### src/rtl/fm_coord_ctrl.sv
// rtl/fm_coord_ctrl.sv - output feature-map coordinate sequencer with valid pipeline
module fm_coord_ctrl #(
  parameter int X_BITS   = 5,
  parameter int Y_BITS   = 5,
  parameter int SR_DEPTH = 8
) (
  input  logic              clock,
  input  logic              reset,
  input  logic              start,
  input  logic [X_BITS-1:0] cfg_x_last,
  input  logic [Y_BITS-1:0] cfg_y_last,
  input  logic              stall,
  output logic [X_BITS-1:0] x_coord,
  output logic [Y_BITS-1:0] y_coord,
  output logic              coord_valid,
  output logic              row_end,
  output logic              fm_coord_valid,
  output logic              busy,
  output logic              done
);

  typedef enum logic [1:0] {
    S_IDLE,
    S_RUN,
    S_DRAIN,
    S_DONE
  } state_t;

  // DRAIN lasts SR_DEPTH-1 cycles, so the counter walks 0 .. SR_DEPTH-2.
  localparam int CNT_BITS = (SR_DEPTH > 2) ? $clog2(SR_DEPTH - 1) : 1;
  localparam logic [CNT_BITS-1:0] DRAIN_LAST = CNT_BITS'((SR_DEPTH > 1) ? SR_DEPTH - 2 : 0);

  state_t              state;
  state_t              state_nxt;
  logic [X_BITS-1:0]   x_last_q;
  logic [Y_BITS-1:0]   y_last_q;
  logic [CNT_BITS-1:0] drain_cnt;
  logic [SR_DEPTH-1:0] vpipe;
  logic                at_x_last;
  logic                last_issue;

  assign at_x_last = (x_coord == x_last_q);

  // State register
  always_ff @(posedge clock or negedge reset) begin
    if (!reset) state <= S_IDLE;
    else        state <= state_nxt;
  end

  // Next-state decode and issue/status outputs
  always_comb begin
    state_nxt   = state;
    coord_valid = 1'b0;
    row_end     = 1'b0;
    last_issue  = 1'b0;
    busy        = 1'b0;
    done        = 1'b0;
    case (state)
      S_IDLE: begin
        if (start) state_nxt = S_RUN;
      end
      S_RUN: begin
        busy        = 1'b1;
        coord_valid = ~stall;
        row_end     = coord_valid & at_x_last;
        last_issue  = coord_valid & at_x_last & (y_coord == y_last_q);
        if (last_issue) state_nxt = (SR_DEPTH == 1) ? S_DONE : S_DRAIN;
      end
      S_DRAIN: begin
        busy = 1'b1;
        if (drain_cnt == DRAIN_LAST) state_nxt = S_DONE;
      end
      S_DONE: begin
        done      = 1'b1;
        state_nxt = S_IDLE;
      end
      default: state_nxt = S_IDLE;
    endcase
  end

  // Pass configuration, captured only when a start is accepted
  always_ff @(posedge clock or negedge reset) begin
    if (!reset) begin
      x_last_q <= '0;
      y_last_q <= '0;
    end else if (state == S_IDLE && start) begin
      x_last_q <= cfg_x_last;
      y_last_q <= cfg_y_last;
    end
  end

  // Raster coordinate counters: x fastest, both cleared at pass start and end
  always_ff @(posedge clock or negedge reset) begin
    if (!reset) begin
      x_coord <= '0;
      y_coord <= '0;
    end else if (state == S_IDLE && start) begin
      x_coord <= '0;
      y_coord <= '0;
    end else if (coord_valid) begin
      if (last_issue) begin
        x_coord <= '0;
        y_coord <= '0;
      end else if (!at_x_last) begin
        x_coord <= x_coord + 1'b1;
      end else begin
        x_coord <= '0;
        y_coord <= y_coord + 1'b1;
      end
    end
  end

  // Drain counter runs only while in DRAIN, otherwise parked at zero
  always_ff @(posedge clock or negedge reset) begin
    if (!reset)                drain_cnt <= '0;
    else if (state == S_DRAIN) drain_cnt <= drain_cnt + 1'b1;
    else                       drain_cnt <= '0;
  end

  // Valid delay line shifts every cycle, mirroring the coordinate shift register
  if (SR_DEPTH == 1) begin : g_pipe_single
    always_ff @(posedge clock or negedge reset) begin
      if (!reset) vpipe <= '0;
      else        vpipe <= coord_valid;
    end
  end else begin : g_pipe_multi
    always_ff @(posedge clock or negedge reset) begin
      if (!reset) vpipe <= '0;
      else        vpipe <= {vpipe[SR_DEPTH-2:0], coord_valid};
    end
  end

  assign fm_coord_valid = vpipe[SR_DEPTH-1];

endmodule

### config.mk
export PLATFORM = sky130hd
export DESIGN_NAME = fm_coord_ctrl
export DESIGN_NICKNAME = d
export VERILOG_FILES = /design/src/rtl/fm_coord_ctrl.sv
export SDC_FILE = /design/constraint.sdc
export NUM_CORES = 1
export LEC_CHECK = 0
export CAP_MARGIN = 20
export CORE_ASPECT_RATIO = 0.6
export CORE_MARGIN = 2
export CORE_UTILIZATION = 45
export DETAILED_ROUTE_END_ITERATION = 6
export PLACE_DENSITY = 0.75
export SETUP_SLACK_MARGIN = 0.3
export SKIP_LAST_GASP = 1
export SYNTH_ARGS = -nofsm -noshare
export SYNTH_HDL_FRONTEND = slang
export SYNTH_SLANG_ARGS = --single-unit
### constraint.sdc
create_clock -name clock -period 2 [get_ports clock]
set_input_delay 0.4 -clock clock [delete_from_list [all_inputs] [get_ports clock]]
set_output_delay 0.4 -clock clock [all_outputs]
set_load 0.05 [all_outputs]
==> metrics.cfg <==
[setup_path]
cp_common_cell=buf_4
arrival_ns=2.03
cpPeakStageDelay_ns=0.40
crit_fanout=3
crit_required_ns=2.16
cp_cell_sequence=inv_2 > ha_4 > nand2b_4 > buf_4 > clkinvlp_4 > buf_4 > nand4_1 > nor3_1 > xnor2_1 > nor2_1
cp_slowest_cell=dfrtp_1
start_kind=register
end_kind=register
crit_type=reg -> reg

[route]
viasPerCell=5.16
ant_nets=0
vias=1223
routed_wirelength_um=3750
first_pass_iters=4
drc=0
drt_iter0_drc=79
wl_per_cell_um=15.8

[sta]
slew_viol_final=0
tightest_slew_ns=0.494
rsz0062_at_grt=yes
hold_violations=0
fin_crit_ns=1.87
setup_viol=0
fmax_mhz=535
fin_crit_sh=0.934
max_slew_margin=0.672
fin_skew_ns=0.00345

[finish]
flow.area_growth_from_synthesis_pct=53.0
layout_common_cells=buf_4, dfrtp_1, clkdlybuf4s50_1
layout_commonest_cell=buf_4
fin_area_um2=2360
nets=214
insertedDiodeCount=0
drive_above_1_share=0.458

[floorplanning]
die_w_um=79.6
initial_core_util=0.473
die_height_um=49.4
core_area_um2=3260
ioPinCount=29
rows=16
die_area_um2=3930

[yosys]
yosys_warnings=0
syn-cell-area_um2=1540
ys_seq_area_frac=0.535
ys_top_cells_by_area=dfrtp_1, ha_1, mux2_2, xnor2_1, nand2_1
yosys.area.top_type_share=0.535
ys_types=31
synth_cells=132
postSynthAreaPerCell_um2=11.7
syn_nets=155
ys_seq_elements=33
synth_area_leader_cell=dfrtp_1

[grt]
track_usage=0.213
overflow=0
grt_pass1_wl_um=6180
antenna_found_initial=0
grt_max_degree=34
grt_pass1_vias=1268

[outcome]
outcome=completed

[power_and_ir_drop]
design_power_total_w=0.00402
power_density_nw_per_um2=1700
pwr-share-seq=0.281
power.switching_w=0.00163
pwr-share-comb=0.558
vdd_drop_max_uv=931
p_leak_nw=1.10
clockPowerShare=0.161
sw_frac_of_total=0.405
intPower_w=0.00239

[cts]
clkLatencyLatePin_ns=0.28
clkTransAtPathRegs_ns=0.07
cts_buffer_depth=2
cts_root_buf=clkbuf_8
cts_tree=yes
clock-sinks=33
cts_buffers=5
holdBufCountCts=0
h-tree-depth=2

[job]
max-cap-violations=0

[placed_design]
gp_congestion=0.832
placedInstanceArea_um2=1990
io_buffers=28
place_hpwl_um=2330

[worst_hold_path]
hp-class=reg -> reg

[Yosys cell counts, drive strengths merged]
cell and instances:
inv 6, buf 1, a21boi 1, nand2b 6, o41ai 2, a21oi 3
nand2 12, nor2b 2, dfrtp 33, nor2 4, o2bb2ai 1, xor2 1
nand3b 1, o21ai 5, xnor2 12, or2 1, and2 2, nor3 4
nand3 5, o31ai 1, a32oi 1, nand4 3, ha 9, mux2 11
clkbuf 1, a21o 1, or3 2, o22ai 1
[cell type report]
type                    count  area (um2)
multi-input cells          91         846
clock inverters             1        30.0
inverters                   6        31.3
well taps                  45        56.3
fillers                   224         901
repair buffers             54         473
flip-flops and latches     33         840
clock buffers               7        86.3
[kinds of logic (layout without fill, tap and decap cells)]
group	Yosys count	after routing	share of synthesized area
fa+ha+maj	9	9	0.0729
simple gates	42	42	0.144
mux	11	11	0.0827
buf+inv	8	68	0.0194
xor+xnor	13	13	0.0737
flops	33	33	0.535
compound gates	16	16	0.0721
[final timing paths]
check                               from         end  slack, ns  cells past startpoint
worst max-delay path            state[1]  y_coord[3]       0.13                     10
worst min-delay path            vpipe[0]    vpipe[1]       0.35                      0
worst max register to register  state[1]  y_coord[3]       0.13                     10
worst min register to register  vpipe[0]    vpipe[1]       0.35                      0
max in group asynchronous          reset  y_coord[0]       1.15                      2
min in group asynchronous          reset    vpipe[7]       0.52                      2
[sequential cells by signal, indices dropped and copies added (netlist names)]
signal	flops
vpipe	8
x_coord	5
x_last_q	5
y_coord	5
y_last_q	5
drain_cnt	3
state	2
[critical path, delay by kind of cell (launching register included)]
family                   cells  cell delay (ns)
XOR/XNOR                     1             0.19
adder cells (fa/ha/maj)      1             0.17
buffers and inverters        4             0.45
flip-flops                   1             0.40
AND/OR/NAND/NOR              4             0.52
[timing repair]
item | 4_1_cts | 5_1_grt
setup buffers | 14 | 9
pin swaps | 9 | 11
resized for setup | 24 | 19
setup endpoints to repair | 19 | 16
hold endpoints to repair | 0 | 0
gates cloned | 0 | 0
[power groups by stage]
stage | Sequential, W | Clock [W] | Combinational, W
after CTS | 0.00112 | 0.000655 | 0.00203
after floorplan | 0.00132 | 0 | 0.000974
final | 0.00113 | 0.000648 | 0.00224
after global routing | 0.00116 | 0.000696 | 0.00239
after detailed placement | 0.00116 | 0 | 0.00165
after global placement | 0.00114 | 0 | 0.00158
[through the flow]
| step | utilization | std cells | setup WS (ns) | setup TNS (ns) | hold WS (ns) |
|---|---|---|---|---|---|
| after floorplan | - | 132 | 0.144 | 0 | 0.104 |
| after global placement | 0.611 | 206 | 0.0549 | 0 | 0.336 |
| after detailed placement | 0.611 | 206 | -0.00963 | -0.00963 | 0.336 |
| after CTS | 0.697 | 228 | 0.139 | 0 | 0.348 |
| after global routing | 0.724 | 237 | 0.0489 | 0 | 0.360 |
| final | 0.724 | 237 | 0.132 | 0 | 0.351 |
[layer usage]
layer | routed length (um) | part of all wire | vias to the layer above | track usage
met5 | 0 | 0 | - | 0
met4 | 74 | 0.020 | 0 | 0.0747
met3 | 211 | 0.056 | 11 | 0.0556
met2 | 1810 | 0.48 | 48 | 0.346
met1 | 1650 | 0.44 | 597 | 0.275
li1 | - | - | 567 | -
No activity file was read; power rests on OpenSTA's default activity.
